<file path="config.mk">
export PLATFORM = sky130hd
export DESIGN_NAME = reset_seq
export DESIGN_NICKNAME = d
export VERILOG_FILES = /design/src/rtl/reset_seq.sv
export SDC_FILE = /design/constraint.sdc
export NUM_CORES = 1
export LEC_CHECK = 0
export BUFFER_PORTS_ARGS = -buffer_cell sky130_fd_sc_hd__buf_2
export CORE_ASPECT_RATIO = 0.9
export CORE_UTILIZATION = 50
export CTS_CLUSTER_SIZE = 30
export DETAILED_ROUTE_END_ITERATION = 8
export MAX_ROUTING_LAYER = met4
export PLACE_DENSITY_LB_ADDON = 0.12
export SLEW_MARGIN = 20
export SYNTH_ARGS = -nofsm -noshare
export SYNTH_HDL_FRONTEND = slang
export SYNTH_SLANG_ARGS = --single-unit
</file>
<file path="constraint.sdc">
create_clock -name clk -period 1.6 [get_ports clk]
set_input_delay 0.24 -clock clk [delete_from_list [all_inputs] [get_ports clk]]
set_output_delay 0.24 -clock clk [all_outputs]
set_load 0.005 [all_outputs]
</file>
<file path="src/rtl/reset_seq.sv">
// Power-on / request / watchdog reset sequencer: stretches a reset over STRETCH
// ticks, then releases CHANNELS domains one by one, STAGGER ticks apart.
module reset_seq #(
   parameter int DIV_LOG2 = 4,
   parameter int STRETCH  = 5,
   parameter int CHANNELS = 2,
   parameter int STAGGER  = 2,
   parameter int PERIOD_W = 12
) (
   input  logic                clk,
   input  logic                rst_n,
   input  logic                req,
   input  logic                periodic_en,
   input  logic                kick,
   output logic                ce,
   output logic [CHANNELS-1:0] rst_out,
   output logic                busy,
   output logic [1:0]          cause
);

   localparam int ST_W = (STRETCH > 1) ? $clog2(STRETCH) : 1;
   localparam int SG_W = (STAGGER > 1) ? $clog2(STAGGER) : 1;
   localparam int CH_W = (CHANNELS > 1) ? $clog2(CHANNELS) : 1;

   localparam logic [1:0] CAUSE_REQ = 2'd1;
   localparam logic [1:0] CAUSE_WDT = 2'd2;

   typedef enum logic [1:0] {HOLD, RELEASE, RUN} state_t;

   state_t                state, state_nx;
   logic [ST_W-1:0]       stretch_cnt, stretch_nx;
   logic [SG_W-1:0]       stag_cnt, stag_nx;
   logic [CH_W-1:0]       ch, ch_nx;
   logic [PERIOD_W-1:0]   per_cnt, per_nx;
   logic [CHANNELS-1:0]   rst_nx;
   logic [1:0]            cause_nx;
   logic                  tick;
   logic                  timeout;

   // tick is the prescaler wrap; ce is its registered copy, so every counter
   // advances on the same edge that ce rises.
   generate
      if (DIV_LOG2 == 0) begin : g_nodiv
         assign tick = 1'b1;
      end else begin : g_div
         logic [DIV_LOG2-1:0] pre;
         always_ff @(posedge clk or negedge rst_n) begin
            if (!rst_n) pre <= '0;
            else        pre <= pre + DIV_LOG2'(1);
         end
         assign tick = &pre;
      end
   endgenerate

   always_ff @(posedge clk or negedge rst_n) begin
      if (!rst_n) ce <= 1'b0;
      else        ce <= tick;
   end

   assign timeout = (state == RUN) && tick && periodic_en && (&per_cnt);

   always_comb begin
      state_nx   = state;
      stretch_nx = stretch_cnt;
      stag_nx    = stag_cnt;
      ch_nx      = ch;
      rst_nx     = rst_out;
      cause_nx   = cause;
      per_nx     = per_cnt;

      if (kick)
         per_nx = '0;
      else if (state == RUN && periodic_en && tick)
         per_nx = per_cnt + PERIOD_W'(1);

      unique case (state)
         HOLD: begin
            rst_nx = '1;
            if (tick) begin
               if (stretch_cnt == ST_W'(STRETCH - 1)) begin
                  stretch_nx = '0;
                  stag_nx    = '0;
                  ch_nx      = CH_W'(1);
                  rst_nx[0]  = 1'b0;
                  state_nx   = (CHANNELS == 1) ? RUN : RELEASE;
               end else begin
                  stretch_nx = stretch_cnt + ST_W'(1);
               end
            end
         end
         RELEASE: begin
            if (tick) begin
               if (stag_cnt == SG_W'(STAGGER - 1)) begin
                  stag_nx    = '0;
                  rst_nx[ch] = 1'b0;
                  if (ch == CH_W'(CHANNELS - 1)) state_nx = RUN;
                  else                           ch_nx    = ch + CH_W'(1);
               end else begin
                  stag_nx = stag_cnt + SG_W'(1);
               end
            end
         end
         default: ;
      endcase

      // Re-entry into HOLD; req is applied last so it wins a same-edge timeout.
      if (timeout || req) begin
         state_nx   = HOLD;
         rst_nx     = '1;
         stretch_nx = '0;
         stag_nx    = '0;
         ch_nx      = '0;
         per_nx     = '0;
         cause_nx   = req ? CAUSE_REQ : CAUSE_WDT;
      end
   end

   always_ff @(posedge clk or negedge rst_n) begin
      if (!rst_n) begin
         state       <= HOLD;
         stretch_cnt <= '0;
         stag_cnt    <= '0;
         ch          <= '0;
         per_cnt     <= '0;
         rst_out     <= '1;
         cause       <= 2'd0;
      end else begin
         state       <= state_nx;
         stretch_cnt <= stretch_nx;
         stag_cnt    <= stag_nx;
         ch          <= ch_nx;
         per_cnt     <= per_nx;
         rst_out     <= rst_nx;
         cause       <= cause_nx;
      end
   end

   assign busy = |rst_out;

endmodule

</file>
==> results of run 1 <==
cells in the final DEF, fill, tap and decap left out, types with 2 or more instances in the layout:
cell type / instances
dfrtp_1: 26
buf_4: 25
buf_2: 10
inv_1: 8
xnor2_1: 8
nor2_1: 8
nand2_1: 8
nor2_2: 5
nand3_1: 4
nor4_4: 4
nor3_1: 4
a21oi_1: 4
a31o_4: 3
or3_1: 3
o21ai_0: 3
a21oi_2: 3
clkbuf_4: 3
or2_2: 2
nand3b_1: 2
or3_4: 2
mux2i_1: 2
nand4_1: 2
or4_4: 2
o21ai_1: 2
ha_1: 2
buf_6: 2
dfstp_2: 2
Yosys cell counts:
cell,number,share of area
a41oi_1,1,0.0064
a211o_1,1,0.0064
o21bai_1,1,0.0055
or3b_2,1,0.0064
ha_1,4,0.037
mux2i_1,2,0.015
nand2_1,8,0.022
nor4_1,5,0.023
inv_1,8,0.022
and3_1,1,0.0046
a31oi_1,2,0.0091
nand3_2,1,0.0073
nand4_2,1,0.0091
or4_4,1,0.0082
or4_1,1,0.0055
a211oi_1,1,0.0055
xnor2_1,9,0.058
xor2_1,1,0.0064
o21a_1,1,0.0055
nand3b_1,2,0.011
a31o_2,2,0.013
buf_2,3,0.011
or3_1,5,0.023
o211ai_1,1,0.0055
a21o_1,1,0.0055
o31ai_1,1,0.0055
or2_2,2,0.0091
nor4_2,1,0.0091
o311ai_0,1,0.0064
nand4_1,2,0.0091
clkbuf_1,1,0.0027
nor2_1,14,0.038
nand3_1,5,0.018
o21ai_0,5,0.018
dfstp_2,2,0.038
dfrtp_1,26,0.47
a21oi_1,7,0.026
nor3_1,4,0.015
cell families after synthesis:
logic type	Yosys count
compound gates	25
fa+ha+maj	4
mux	2
xor+xnor	10
flops	28
simple gates	54
buf+inv	12
layer usage:
| layer | track usage | share of wire | vias to the layer above |
|---|---|---|---|
| met5 | - | 0 | - |
| met4 | 0.06911 | 0.0091 | 0 |
| met3 | 0.02239 | 0.019 | 2 |
| met2 | 0.4392 | 0.52 | 19 |
| met1 | 0.2843 | 0.45 | 578 |
| li1 | - | - | 565 |
state kept, by name, summed over array words and instances, names as in the netlist:
register	count
rst_out	2
cause	2
stag_cnt	1
stretch_cnt	3
ch	1
ce	1
g_div.pre	4
per_cnt	12
state	2
how the worst min path moves through the flow:
| stage | from | end | slack (ns) | depth (start not counted) |
|---|---|---|---|---|
| after floorplan | rst_n | cause[0]$_DFFE_PN0P_ | -0.06 | 0 |
| after global placement | rst_n | stretch_cnt[2]$_DFFE_PN0P_ | 0.28 | 1 |
| after detailed placement | rst_n | stretch_cnt[2]$_DFFE_PN0P_ | 0.29 | 1 |
| after CTS | req | cause[1]$_DFFE_PN0P_ | 0.11 | 2 |
| after global routing | req | cause[1]$_DFFE_PN0P_ | 0.13 | 2 |
| final | req | cause[1]$_DFFE_PN0P_ | 0.12 | 2 |
worst register-to-register path, cell delays in order (launching register included):
cell and delay [ns]:
dfrtp_1 0.39, ha_2 0.20, nand3_2 0.09, or4_4 0.52
or3_1 0.31, a21oi_1 0.12
layout make-up:
cell class / count / area [um2]
Inverter: 8 / 30.03
Multi-Input combinational cell: 96 / 815.8
Fill cell: 173 / 630.6
Sequential cell: 28 / 703.2
Tap cell: 28 / 35.03
Timing Repair Buffer: 39 / 290.3
Clock buffer: 4 / 26.28
through the flow:
step                power (mW)  hold WS [ns]  std cells  cell area (um2)
detailed placement      0.7612        0.2885        188             1637
floorplan               0.7380      -0.05559        135             1415
finish                   1.062        0.1155        203             1901
global placement        0.7602        0.2798        188             1637
CTS                      1.069        0.1109        202             1828
global route             1.095        0.1324        203             1901
power by group through the flow:
stage	Combinational [mW]	Clock (mW)	Sequential, mW
CTS	0.0463	0.312	0.711
global route	0.0538	0.330	0.711
finish	0.0474	0.303	0.711
floorplan	0.0144	0	0.724
global placement	0.0365	0	0.724
detailed placement	0.0374	0	0.724
what timing repair did:
action / CTS / global route
buffers inserted: 8 / 1
hold buffers: 1 / 0
pin swaps: 11 / 13
endpoints found under the setup margin: 20 / 23
gates resized for setup: 16 / 15
cloned: 1 / 0
hold endpoints to repair: 26 / 0
==> impl_results.md, run 1 <==
* Seq/Total Area, Yosys at 0.5132
* Core ar. at 2531 um2
* Global route overflow at 0
* Routed Antenna Nets at 0
* Worst path slowest cell: or4_4
* Vias in the first global route at 1131
* Die Footprint at 2954 um2
* Root Driver: clkbuf_4
* Max Fclk at 587.7 MHz
* Die Y at 51.66 um
* HP Class: input port to flip-flop
* Final Skew at 0.001857 ns
* Clock Path Buffers at 2
* Number of synthesized register bits at 28
* Max-cap violations at 0
* Critical Path RT at 1.87 ns
* Cells along the critical path: ha_2 -> nand3_2 -> or4_4 -> or3_1 -> a21oi_1
* Slew @ Worst Pin at 0.6074 ns
* Reg2reg end: per_cnt[10]$_DFFE_PN0P_
* Reg-to-Reg Start: per_cnt[1]$_DFFE_PN0P_
* P_int at 0.8231 mW
* Slew HR at 0.5951
* First-pass GRT wire length at 5154 um
* Clk pwr share at 0.286
* Tmin final at 1.702 ns
* R2R cell count at 5
* CTS tree: yes
* Adder-cell share of the synthesized area at 0.03653
* WS Path Type: flip-flop to flip-flop
* Core Util, Final at 0.7509
* RePlAce Congestion at 0.8098
* Setup-failing EPs final at 20
* Placement Rows at 17
* CTS buffer count at 3
* Worst setup EP type: flip-flop
* Number of port buffers at 10
* Ant diodes at 0
* YS warnings at 0
* Clk slew on worst S/H paths at 0.14 ns
* Largest net degree at the start of global routing at 29
* Layout area overhead at 38.72%
* Drt pass-1 iters at 8
* XOR/XNOR Fraction of Synth Area at 0.06393
* Final period utilization at 1.063
* Gr usage total at 0.2397
* DRT iter0 DRCs at 29
* Multiplexer share of the synthesized area at 0.01461
* Combinational family with the most area after synthesis: simple AND/OR/NAND/NOR gates
* Via Count at 1164
* H-tree Lvls at 1
* WP data arrival at 1.97 ns
* Post-synthesis net count at 144
* Post-DP HPWL at 1847 um
* Starting density of the core at 0.5413
* Static Leakage at 0.8524 nW
* Crit path capture: per_cnt[10]$_DFFE_PN0P_
* Top Family by Delay on Critical Path: simple AND/OR/NAND/NOR gates
* Distinct cells, synth at 38
* Die Wd at 57.18 um
* Max FO, Critical Path at 2
* Failing checks: design-rule violations, negative setup slack
* Worst-Skew Late Latency at 0.33 ns
* Worst path depth at 5
* CP max stage delay at 0.52 ns
* Pwr Density at 558.6 nW/um2
* Status: finished, violations left
* Gate power share at 0.045
* Antenna violations before repair at 0
* Worst vdd ir at 414.1 uV
* Worst slack, placed at -0.1160 ns
* Clk sinks at 28
* DRC viols at 2
* CP startpoint kind: flip-flop
* Worst setup path startpoint: per_cnt[1]$_DFFE_PN0P_
* Worst setup margin at -0.1015 ns
* Setup tns final at -1.192 ns
* # IOs at 11
* Worst R2R Setup Slack at -0.10 ns
* NetSw at 0.2386 mW
* Post-Synth Simple-Gate Area at 0.2183
* Synth Area in Compound Gates at 0.1178
* WL final at 3191 um
* Share of cells above drive strength 1 at 0.4286
* Reg power frac at 0.670
* Final number of hold-violating endpoints at 0
* Mapped Cells at 135
* DR vias/cell at 5.734
* Final #Nets at 185
* Area of the mapped netlist at 1370 um2
* WL/cell at 15.72 um
* Switch share at 0.2247
* RSZ-0062 raised after global routing: yes
* Fin. max-slew vios at 0
* Critical path buffer and inverter count at 0
* Post-Syn Area per Cell at 10.15 um2
Note: power is estimated with default switching activity, not from simulation.
==> run 2: changes to the inputs <==
CTS_BUF_LIST = sky130_fd_sc_hd__clkbuf_4 sky130_fd_sc_hd__clkbuf_8   (was default)
==> run 2 against run 1 <==
  * The flow still finishes with violations (design-rule violations, negative setup slack)
  * Power grew 1.7%
  * Clock power grew 6.6%
  * Combinational power shrank 2%
  * Utilization shrank 0.99 points
  * Sequential cell count is the same
  * Largest cell class unchanged
==> impl_results.md, run 2 (same netlist as run 1, synthesis figures left out) <==
* Worst-Skew Late Latency at 0.33 ns
* Most frequent cells in the layout: dfrtp_1, buf_4, buf_2
* Clk sinks at 28
* HP Class: input port to flip-flop
* Vias in the first global route at 1094
* WS Path Type: flip-flop to flip-flop
* Die Wd at 57.18 um
* Final number of hold-violating endpoints at 0
* Multi-input gate area at 805.8 um2
* Worst setup EP type: flip-flop
* Largest net degree at the start of global routing at 29
* Filler cell count in the final layout at 181
* DRT iter0 DRCs at 21
* Failing checks: design-rule violations, negative setup slack
* Via Count at 1175
* Starting density of the core at 0.5413
* Root Driver: clkbuf_4
* RSZ-0062 raised after global routing: yes
* Max FO, Critical Path at 2
* Slew HR at 0.5967
* Worst setup margin at -0.1369 ns
* First-pass GRT wire length at 4747 um
* WL/cell at 16.12 um
* RePlAce Congestion at 0.8098
* Dpl cell area at 1637 um2
* Worst hold slack at 0.1052 ns
* Largest Register: per_cnt
* Number of port buffers at 10
* H-tree Lvls at 1
* Storage cell area at 703.2 um2
* Worst vdd ir at 328.3 uV
* CP startpoint kind: flip-flop
* Drt pass-1 iters at 6
* Max Fclk at 575.7 MHz
* CTS tree: yes
* Ant diodes at 0
* Max reg flops at 12
* Final Skew at 0.004092 ns
* Static Leakage at 0.8428 nW
* Layout area overhead at 36.90%
* WP data arrival at 2.01 ns
* CTS buffer count at 3
* Gr usage total at 0.2200
* Core ar. at 2531 um2
* Final period utilization at 1.086
* WL final at 3241 um
* Slew @ Worst Pin at 0.6049 ns
* Die Y at 51.66 um
* Setup-failing EPs final at 21
* Largest registers: per_cnt (12), g_div.pre (4), stretch_cnt (3)
* Antenna violations before repair at 0
* # IOs at 11
* Clock Path Buffers at 2
* Tmin final at 1.737 ns
* Placement Rows at 17
* Fin. max-slew vios at 0
* PnR Total Power at 1.080 mW
* Worst R2R Setup Slack at -0.14 ns
* Final #Nets at 183
* DR vias/cell at 5.846
* Post-DP HPWL at 1847 um
* Critical Path RT at 1.87 ns
* Pwr Density at 575.9 nW/um2
* Most common cell after layout, fill and taps aside: dfrtp_1
* Share of cells above drive strength 1 at 0.4277
* Clk slew on worst S/H paths at 0.15 ns
* Max-cap violations at 0
* Global route overflow at 0
* Status: finished, violations left
* Die Footprint at 2954 um2
* Final instance area at 1876 um2
* Worst slack, placed at -0.1160 ns
* DRC viols at 2
* Routed Antenna Nets at 0
==> run 2: final cells by class <==
class                      count  share of cell area
sequential                    28              0.3749
inverter                       8             0.01601
timing repair buffer          37              0.1448
multi-input combinational     96              0.4296
tap                           28             0.01868
clock buffer                   4             0.01601
==> run 2: power breakdown <==
part	internal, mW	switching, mW
Combinational	0.0145	0.0320
Clock	0.115	0.208
Sequential	0.709	0.00153
Total	0.839	0.241
==> run 2: final timing paths <==
check / startpoint / to / depth (start not counted)
hold reg to reg: cause[0]$_DFFE_PN0P_ / cause[0]$_DFFE_PN0P_ / 1
hold / removal: req / cause[1]$_DFFE_PN0P_ / 2
min in group asynchronous: rst_n / per_cnt[10]$_DFFE_PN0P_ / 2
setup / recovery: per_cnt[1]$_DFFE_PN0P_ / per_cnt[10]$_DFFE_PN0P_ / 5
max in group asynchronous: rst_n / stretch_cnt[1]$_DFFE_PN0P_ / 2
setup reg to reg: per_cnt[1]$_DFFE_PN0P_ / per_cnt[10]$_DFFE_PN0P_ / 5
==> run 2: what timing repair did <==
action | 4_1_cts | 5_1_grt
setup buffers | 6 | 1
setup endpoints to repair | 20 | 23
pin swaps | 8 | 9
cloned | 0 | 1
hold endpoints to repair | 26 | 0
hold buffers | 1 | 0
gates resized for setup | 8 | 21
==> run 2: critical path, stage by stage (launching register included) <==
cell	delay, ns
dfrtp_1	0.39
ha_2	0.20
nand3_2	0.09
or4_4	0.53
or3_4	0.34
a21oi_2	0.13
==> run 2: per-stage QoR <==
stage | util | TNS, ns | cells
floorplan | - | -0.04970 | 135
global placement | 0.6466 | -0.4910 | 188
detailed placement | 0.6466 | -0.9454 | 188
CTS | 0.6985 | -1.079 | 199
global route | 0.7410 | -2.933 | 201
finish | 0.7410 | -2.101 | 201
==> run 2: routing by layer <==
layer | global-route usage | share of wire | up-vias
met5 | - | 0 | -
li1 | - | - | 566
met2 | 0.3804 | 0.53 | 23
met1 | 0.2649 | 0.44 | 584
met3 | 0.02736 | 0.027 | 2
met4 | 0.08943 | 0.0083 | 0
==> run 3: changes to the inputs <==
CORE_ASPECT_RATIO = 0.5   (was 0.9)
==> run 3 against run 2 <==
  * The run ends with negative setup slack left
  * Die area increased by 0.43%
  * Non-clock buffer count increased by 3
  * Wire length decreased by 7.5%
  * Sequential power about the same
  * Final cell count increased by 4.5%
  * Worst setup slack improved by 0.0049 ns
  * Combinational power decreased by 6.0%
==> impl_results.md, run 3 (same netlist as run 1, synthesis figures left out) <==
* Global Route met1 Usage at 0.2925
* WP data arrival at 1.93 ns
* Critical Path RT at 1.80 ns
* Dpl cell area at 1648 um2
* Storage cell area at 703.2 um2
* Max-cap violations at 0
* Cells along the critical path: buf_4 -> nand4_1 -> or4_4 -> or3_1 -> a31oi_1
* Largest net degree at the start of global routing at 29
* Filler cell count in the final layout at 157
* Ant diodes at 0
* CTS tree: yes
* Worst R2R Setup Slack at -0.13 ns
* Largest Register: per_cnt
* Clock Path Buffers at 2
* Worst path slowest cell: or4_4
* Worst-Skew Late Latency at 0.28 ns
* Max Fclk at 577.3 MHz
* RePlAce Congestion at 0.7902
* Antenna violations before repair at 0
* Status: finished, violations left
* Setup tns final at -1.276 ns
* Most common cell after layout, fill and taps aside: buf_4
* Die Footprint at 2966 um2
* Worst setup margin at -0.1321 ns
* DRC viols at 0
* WL final at 2997 um
* CP startpoint kind: flip-flop
* Max reg flops at 12
* Drt pass-1 iters at 4
* Core Util, Final at 0.7625
* Min-delay src: req
* Starting density of the core at 0.5703
* Global route overflow at 0
* Static Leakage at 0.8098 nW
* Share of cells above drive strength 1 at 0.3543
* Met3 usage at 0.05882
* Number of port buffers at 10
* Post-DP HPWL at 1938 um
* Hold Path Depth at 2
* H-tree Lvls at 1
* Tmin final at 1.732 ns
* Worst setup EP type: flip-flop
* Final period utilization at 1.083
* HP Class: input port to flip-flop
* WL/cell at 14.27 um
* Worst vdd ir at 580.9 uV
* Gr busiest metal: met2
* CP max stage delay at 0.57 ns
* Placement Rows at 12
* Multi-input gate area at 705.7 um2
* Fin. max-slew vios at 0
* Top Family by Delay on Critical Path: simple AND/OR/NAND/NOR gates
* Hold Path End: cause[1]$_DFFE_PN0P_
* Reg2reg end: per_cnt[11]$_DFFE_PN0P_
* Most frequent cells in the layout: buf_4, dfrtp_1, nor2_1, buf_2, xnor2_1
* R2R cell count at 5
* Core ar. at 2402 um2
* DR vias/cell at 5.376
* Via Count at 1129
* Layout area overhead at 33.70%
* CTS buffer count at 3
* Max FO, Critical Path at 3
* # IOs at 11
* Final number of hold-violating endpoints at 0
* PnR Total Power at 1.313 mW
* Die Y at 39.02 um
* Vias in the first global route at 1048
* Die Wd at 76.03 um
* WS Path Type: flip-flop to flip-flop
* Met2 Use GR at 0.4068
* Root Driver: clkbuf_8
* Largest registers: per_cnt (12), g_div.pre (4), stretch_cnt (3)
* Clk slew on worst S/H paths at 0.10 ns
* Final instance area at 1832 um2
* Routed Antenna Nets at 0
* Setup-failing EPs final at 22
* Slew @ Worst Pin at 0.6165 ns
* Critical path buffer and inverter count at 1
* Pwr Density at 716.6 nW/um2
* RSZ-0062 raised after global routing: yes
* Failing checks: negative setup slack
* Reg-to-Reg Start: per_cnt[0]$_DFFE_PN0P_
* Gr usage total at 0.2343
* First-pass GRT wire length at 4892 um
* Slew HR at 0.5890
* Clk sinks at 28
* Final Skew at 0.005575 ns
* DRT iter0 DRCs at 37
* Worst slack, placed at -0.09966 ns
* Final #Nets at 185
* Worst path depth at 5
-- run 3: changes by cell type in the layout (fill, tap and decap cells not counted), sizes merged --
cell / previous run / this run
buf: 36 / 39
a31o: 3 / 2
bufinv: 0 / 1
clkbuf: 4 / 3
-- run 3: timing repair --
action,CTS,global route
hold buffers,1,0
endpoints found under the hold margin,26,0
pin swaps,4,5
resized for setup,5,4
endpoints found under the setup margin,15,23
buffers inserted,5,3
-- run 3: area by class of cell --
class	instances	area share
Inverter	8	0.01639
Sequential cell	28	0.3839
Tap cell	35	0.02391
Clock inverter	1	0.01639
Timing Repair Buffer	40	0.1516
Multi-Input combinational cell	95	0.3852
Clock buffer	3	0.02254
-- run 3: stage by stage --
step / hold slack [ns] / std cells
2_1_floorplan: -0.05559 / 135
5_1_grt: 0.1720 / 210
6_report: 0.1691 / 210
4_1_cts: 0.1520 / 207
3_3_place_gp: 0.2883 / 197
3_5_place_dp: 0.2883 / 197
-- run 3: how the worst max path moves through the flow --
stage,startpoint,end,slack [ns]
after global routing,per_cnt[0]$_DFFE_PN0P_,per_cnt[11]$_DFFE_PN0P_,-0.17
final,per_cnt[0]$_DFFE_PN0P_,per_cnt[11]$_DFFE_PN0P_,-0.13
after global placement,g_div.pre[1]$_DFF_PN0_,per_cnt[10]$_DFFE_PN0P_,-0.05
after detailed placement,g_div.pre[1]$_DFF_PN0_,per_cnt[10]$_DFFE_PN0P_,-0.1
after floorplan,g_div.pre[0]$_DFF_PN0_,per_cnt[10]$_DFFE_PN0P_,-0.03
after CTS,per_cnt[0]$_DFFE_PN0P_,per_cnt[10]$_DFFE_PN0P_,-0.09
-- run 3: worst register-to-register path, cell delays in order, from the launching register on --
cell and delay (ns):
dfrtp_1 0.37, buf_4 0.13, nand4_1 0.12, or4_4 0.57, or3_1 0.31, a31oi_1 0.14
-- run 3: report_power, final --
part / internal [mW] / leakage (nW) / switching, mW
sequential: 0.709 / 0.374 / 0.000600
clock: 0.335 / 0.0357 / 0.225
combinational: 0.0147 / 0.400 / 0.0289
total: 1.06 / 0.810 / 0.254
-- run 3: metal layers --
metal	vias to the layer above	share of wire
met5	-	0
met4	0	0.0033
met3	3	0.039
met2	17	0.47
met1	547	0.49
li1	562	-
